### src/rtl/mem_access_ctrl.sv
// MEM-stage access controller: converts a held load/store into a registered request
// on a multi-cycle data-memory port and freezes the pipeline until the access completes.
module mem_access_ctrl #(
    parameter int DW       = 16,
    parameter int AW       = 16,
    parameter int MAX_WAIT = 15
) (
    input  logic          clk,
    input  logic          rst_n,
    input  logic          MEM_MemRead,
    input  logic          MEM_MemWrite,
    input  logic [AW-1:0] MEM_ALUval,
    input  logic [DW-1:0] MEM_StoreData,
    input  logic          freeze_in,
    output logic [DW-1:0] MEM_ReadData,
    output logic          mem_stall,
    output logic          mem_en,
    output logic          mem_wr,
    output logic [AW-1:0] mem_addr,
    output logic [DW-1:0] mem_wdata,
    input  logic [DW-1:0] mem_rdata,
    input  logic          mem_ack,
    output logic          mem_err
);

    typedef enum logic [1:0] {IDLE, WAIT, HOLD} state_t;

    // Counter value of the last WAIT cycle allowed before the access is abandoned.
    localparam logic [7:0] LAST_CNT = 8'(MAX_WAIT - 1);

    state_t        state;
    logic [7:0]    wait_cnt;
    logic [DW-1:0] rdata_q;
    logic          access;
    logic          in_wait;
    logic          ack_hit;
    logic          timeout;

    assign access  = MEM_MemRead | MEM_MemWrite;
    assign in_wait = (state == WAIT);
    assign ack_hit = in_wait & mem_ack;
    assign timeout = in_wait & ~mem_ack & (wait_cnt == LAST_CNT);

    // Load data is bypassed on the ack cycle so MEM/WB captures it on that same edge.
    assign MEM_ReadData = (ack_hit & ~mem_wr) ? mem_rdata : rdata_q;

    always_comb begin
        mem_stall = 1'b0;
        case (state)
            IDLE:    mem_stall = access;
            WAIT:    mem_stall = ~mem_ack & ~timeout;
            default: mem_stall = 1'b0;
        endcase
    end

    always_ff @(posedge clk or negedge rst_n) begin
        if (!rst_n) begin
            state     <= IDLE;
            mem_en    <= 1'b0;
            mem_wr    <= 1'b0;
            mem_addr  <= '0;
            mem_wdata <= '0;
            mem_err   <= 1'b0;
            rdata_q   <= '0;
            wait_cnt  <= '0;
        end else begin
            mem_en <= 1'b0;
            case (state)
                IDLE: begin
                    if (access) begin
                        mem_addr  <= {MEM_ALUval[AW-1:1], 1'b0};
                        mem_wdata <= MEM_StoreData;
                        mem_wr    <= MEM_MemWrite;
                        mem_en    <= 1'b1;
                        wait_cnt  <= '0;
                        state     <= WAIT;
                    end
                end
                WAIT: begin
                    if (mem_ack) begin
                        if (!mem_wr) rdata_q <= mem_rdata;
                        state <= freeze_in ? HOLD : IDLE;
                    end else if (timeout) begin
                        mem_err <= 1'b1;
                        rdata_q <= '0;
                        state   <= IDLE;
                    end else begin
                        wait_cnt <= wait_cnt + 8'd1;
                    end
                end
                HOLD: begin
                    // Access is done; the instruction stays in MEM until the external freeze lifts.
                    if (!freeze_in) state <= IDLE;
                end
                default: state <= IDLE;
            endcase
        end
    end

endmodule

### config.mk
export PLATFORM = sky130hd
export DESIGN_NAME = mem_access_ctrl
export DESIGN_NICKNAME = d
export VERILOG_FILES = /design/src/rtl/mem_access_ctrl.sv
export SDC_FILE = /design/constraint.sdc
export NUM_CORES = 1
export LEC_CHECK = 0
export CORE_ASPECT_RATIO = 0.9
export CORE_MARGIN = 1
export CORE_UTILIZATION = 43
export DETAILED_ROUTE_END_ITERATION = 8
export PLACE_DENSITY = 0.8
export SYNTH_ARGS = -nofsm -noshare
export SYNTH_HDL_FRONTEND = slang
export SYNTH_SLANG_ARGS = --single-unit
### constraint.sdc
create_clock -name clk -period 2.2 [get_ports clk]
set_clock_uncertainty 0.2 [all_clocks]
set_input_delay 0.44 -clock clk [delete_from_list [all_inputs] [get_ports clk]]
set_output_delay 0.44 -clock clk [all_outputs]
set_load 0.02 [all_outputs]
## Yosys cells after proc, flatten, opt, wreduce, memory -nomap -nowiden

Index checks and enable logic that the tools add are counted.

- Logic and storage cells: 52
- Input bits: 54
- Output and inout port bits: 52
- Bits in registers: 60

- Equality and inequality tests: 9
- $add $sub $neg: 1
- Bitwise operators: 9
- Reductions and logical operators: 8
- Mux-type cells: 17

Operators by type and width:

| kind | count |
|---|---|
| $mux 16 | 4 |
| $mux 8 | 3 |
| $pmux 8 s2 | 1 |
| $mux 2 | 5 |
| $ne 2x2->1 const B | 5 |
| $reduce_and 3->1 | 3 |
| $add 8x1->8 const B | 1 |
| $eq 8x4->1 const B | 1 |
| $pmux 2 s3 | 1 |
| $and 1x1->1 | 5 |
| $reduce_and 4->1 | 1 |
| $reduce_bool 2->1 | 2 |
| $ne 3x2->1 const B | 1 |
| $not 1->1 | 3 |
| $eq 2x1->1 const B | 1 |
| $eq 2x2->1 const B | 1 |
| $logic_not 2->1 | 1 |
| $mux 1 | 2 |
| $pmux 1 s2 | 1 |
| $reduce_and 2->1 | 1 |
| $or 1x1->1 | 1 |

## Logic depth before layout (Yosys ltp)

- Depth in word-level cells: 6
- Gate-level depth with buffers: 5
- Gate-level depth less buffers: 5

## Worst setup path before layout

Ideal clock, no wire load.

- Kind: flip-flop to output port
- From: register mem_wr
- To: output MEM_ReadData[10]
- Cell stages (with the launch flop): 5
- Required time: 1.560 ns
- Path buffers: 2
- Data arrival time: 1.528 ns
- Path slack: 0.032 ns
- Cell sequence: dfrtp_1 nor4bb_1 buf_2 buf_2 mux2_2

- Word-level cells in the longest chain between the ends: 3

RTL lines:

| element | line | RTL |
|---|---|---|
| start: declaration | 18 | `output logic mem_wr,` |
| start signal: assignment | 73 | `mem_wr <= MEM_MemWrite;` |
| $not 1->1 | 45 | `assign MEM_ReadData = (ack_hit & ~mem_wr) ? mem_rdata : rdata_q;` |
| $and 1x1->1 | 45 |  |
| $mux 16 | 45 |  |
| end: declaration | 15 | `output logic [DW-1:0] MEM_ReadData,` |

No other way between the ends.

## Worst setup path in the final report

- From: register state[1]
- To: output MEM_ReadData[9]

- Word-level cells in the longest chain between the ends: 4

RTL lines:

| element | line | RTL |
|---|---|---|
| start: declaration | 31 | `state_t state;` |
| start signal: assignment | 82 | `state <= freeze_in ? HOLD : IDLE;` |
| $eq 2x1->1 | 40 | `assign in_wait = (state == WAIT);` |
| $and 1x1->1 | 41 | `assign ack_hit = in_wait & mem_ack;` |
| $and 1x1->1 | 45 |  |
| $mux 16 | 45 |  |

No other way between the ends.

==> impl_metrics.csv <==
group,metric,value,unit
routing,drtPass1Iterations,6,
worst_hold_path,min_from,"mem_err",
sta,rsz0062_at_grt,"yes",
floorplan,pin_count,106,
sta,hold_violations,0,
routing,drt_iter0_drc,86,
critical_path,crit_chain,"nor4bb_4 > buf_4 > clkbuf_16 > mux2_4 > buf_6",
clock_network,cts_max_path_buffers,2,
yosys,synth_top_area_frac,0.5709,
critical_path,crit_buf_inv,3,
layout,drive_above_1_share,0.3618,
critical_path,crit_path_max_fanout,8,
yosys,yosysMostFrequentCell,"dfrtp_1",
place,dpl.hpwl,4.396,mm
yosys,yosysTopAreaCell,"dfrtp_1",
sta,period_minus_slack,2.447,ns
yosys,synth_area_leaders,"dfrtp_1 (57%), mux2_2 (19%), o31a_1 (5.3%), mux2i_1 (2.3%), o21ai_0 (1.3%)",
yosys,syn_area,2630,µm²
power,finalPower,6.542,mW
clock_network,clk_pin_slew,0.06,ns
routing,route.vias.total,2097,
yosys,synth_warnings,0,
grt,track_usage,0.2133,
power,p_leak,1.976,nW
power,p_switching,2.236,mW
layout,area_growth,69.70,%
critical_path,crit_family,"buffers and inverters",
yosys,ys_async_sr_fraction,1.000,
sta,final_max_slew_viol_count,0,
routing,via_per_inst,5.102,
yosys,synth_flop_cell,"dfrtp_1",
power,power.internal,4.306,mW
place,gp_congestion,0.7717,
yosys,ys_seq_area_frac,0.5709,
yosys,syn_nets,249,
critical_path,startpoint,"state[1]",
yosys,synthSimpleGateAreaFrac,0.05376,
sta,worst_slew_margin_rel,0.5822,
critical_path,reg2reg_from,"state[1]",
grt,grt_pass1_vias,2207,
sta,worst_pin_slew,0.6181,ns
power,pwr-share-clk,0.139,
yosys,synth_mux_area_frac,0.2241,
critical_path,critical_path_arrival,1.81,ns
clock_network,cts_tree,"done",
grt,grt_antenna_before_repair,1,
clock_network,cts.sinks,60,
power,combPwrFrac,0.581,
clock_network,clkLatencyLatePin,0.33,ns
yosys,yosys.area_share.adder,0.009515,
yosys,synth-xor-area-share,0,
run_status,violations,"DRC, setup timing",
floorplan,initial_core_util,0.4542,
yosys,syn_inst,193,
routing,ant_nets,0,
power,seqPwrFrac,0.280,
routing,routed_wl,6.853,mm
yosys,synth_edf_count,0,
grt,grt_overflow,0,
grt,grt_first_pass_wirelength,10.63,mm
routing,wl_per_cell,16.67,µm
sta,setup_violations,17,
critical_path,slowest_delay,0.42,ns
yosys,synth.avg_cell_area,13.63,µm²
critical_path,worst_setup_path_end_kind,"output port",
sta,fmax,408.6,MHz
power,power.density,1466,nW/µm²
yosys,synth_cell_types,33,
yosys,ys_ff_latch,60,
sta,timing.final.ws_setup,-0.2473,ns
clock_network,root_buffer,"clkbuf_8",
layout,final_nets,391,
floorplan,dieArea,6434,µm²
floorplan,die_h,76.20,µm
place,portBuffers,103,
run_status,status,"complete, but fails checks",
sta,finalCritPeriodShare,1.112,
critical_path,critPathRequiredTime,1.56,ns
clock_network,cts.htree.levels,3,
yosys,yosys-top-cells-count,"dfrtp_1 (60), mux2_2 (45), o31a_1 (16), clkbuf_1 (7), o21ai_0 (7)",
sta,hold_ws,0.2658,ns
floorplan,fp.dieW,84.44,µm
yosys,synth_top_family_by_area,"multiplexers",
worst_hold_path,hp-class,"reg2reg",
floorplan,rows,26,
grt,grt_max_degree,37,
critical_path,criticalPathCategory,"reg2out",
flow_run,drv_cap,0,
power,irDropWorstVdd,0.8758,mV
critical_path,crit_slowest_cell,"dfrtp_1",
routing,drcViolationCount,6,
floorplan,core,5791,µm²
clock_network,cts_buffers,9,
power,netSwitchingFraction,0.3418,
yosys,synth_compound_area_frac,0.1075,
critical_path,cp-start-kind,"flip-flop",
cells in the final DEF, fill, tap and decap left out, types with 4 or more instances in the layout:
| master | n |
|---|---|
| mux2i_1 | 6 |
| nand2_1 | 4 |
| o21ai_0 | 6 |
| buf_6 | 19 |
| clkbuf_8 | 12 |
| o31a_1 | 16 |
| o31ai_1 | 4 |
| mux2_2 | 15 |
| mux2_4 | 30 |
| dfrtp_1 | 60 |
| clkdlybuf4s50_1 | 83 |
| buf_4 | 31 |
| buf_12 | 5 |
| inv_1 | 4 |
cell families (layout without fill, tap and decap cells):
family,after synthesis,in the layout
flip-flops,60,60
multiplexers,53,53
AO/OA/AOI/OAI,37,37
AND/OR/NAND/NOR,22,22
buffers and inverters,18,165
adder cells (fa/ha/maj),2,2
other,1,2
worst register-to-register path: cells and delay by family, from the launching register on:
family | cells | cell delay [ns]
buffers and inverters | 5 | 0.68
DFF | 1 | 0.42
and+or+nand+nor | 2 | 0.35
muxes | 1 | 0.35
per-stage QoR:
stage | utilization | cells | setup TNS, ns | instance area, µm² | setup WS, ns
global route | 0.7707 | 411 | -5.155 | 4463 | -0.3267
global placement | 0.6765 | 376 | -15.98 | 3918 | -0.8330
CTS | 0.7392 | 401 | -4.929 | 4280 | -0.3104
floorplan | - | 193 | 0 | 2630 | 0.03248
detailed placement | 0.6765 | 376 | -16.58 | 3918 | -0.8452
finish | 0.7707 | 411 | -3.820 | 4463 | -0.2473
per-layer routing:
layer  up-vias  GRT usage  share of wire
met5         -          0              0
met4         0    0.08814          0.019
met3        13    0.08451          0.095
met2        91     0.3270           0.47
met1      1006     0.2704           0.42
li1        987          -              -
final timing paths:
path / endpoint / slack, ns / cells after the start
max: MEM_ReadData[9] / -0.25 / 5
min: mem_err / 0.27 / 2
max reg2reg: mem_wdata[1] / 0.08 / 8
min reg2reg: mem_err / 0.27 / 2
max in group asynchronous: rdata_q[2] / 0.73 / 4
min in group asynchronous: mem_addr[11] / 0.35 / 2
final cells by class:
cell class,instances,area (µm²)
clock buffer,15,176.4
timing repair buffer,145,1489
sequential,60,1501
antenna,1,2.502
fill,356,1328
clock inverter,1,5.005
multi-input combinational,115,1186
tap,70,87.58
inverter,4,15.01
sequential cells by signal (all words and copies together) (netlist names):
| signal | count |
|---|---|
| mem_en | 1 |
| rdata_q | 16 |
| mem_addr | 15 |
| wait_cnt | 8 |
| mem_wdata | 16 |
| mem_wr | 1 |
| state | 2 |
| mem_err | 1 |
power by group through the flow:
stage | combinational [mW] | sequential [mW] | clock (mW)
final | 3.80 | 1.83 | 0.909
after global routing | 4.01 | 1.89 | 0.980
after floorplan | 1.28 | 2.20 | 0
after global placement | 3.09 | 1.80 | 0
after detailed placement | 3.15 | 1.83 | 0
after CTS | 3.47 | 1.82 | 0.939
repair_timing:
action | 4_1_cts | 5_1_grt
pin swaps | 3 | 4
gates resized for setup | 123 | 23
endpoints found under the hold margin | 16 | 0
setup buffers | 7 | 9
cloned | 1 | 2
setup endpoints to repair | 17 | 50
hold buffers | 1 | 0
Note: power is estimated with default switching activity, not from simulation.
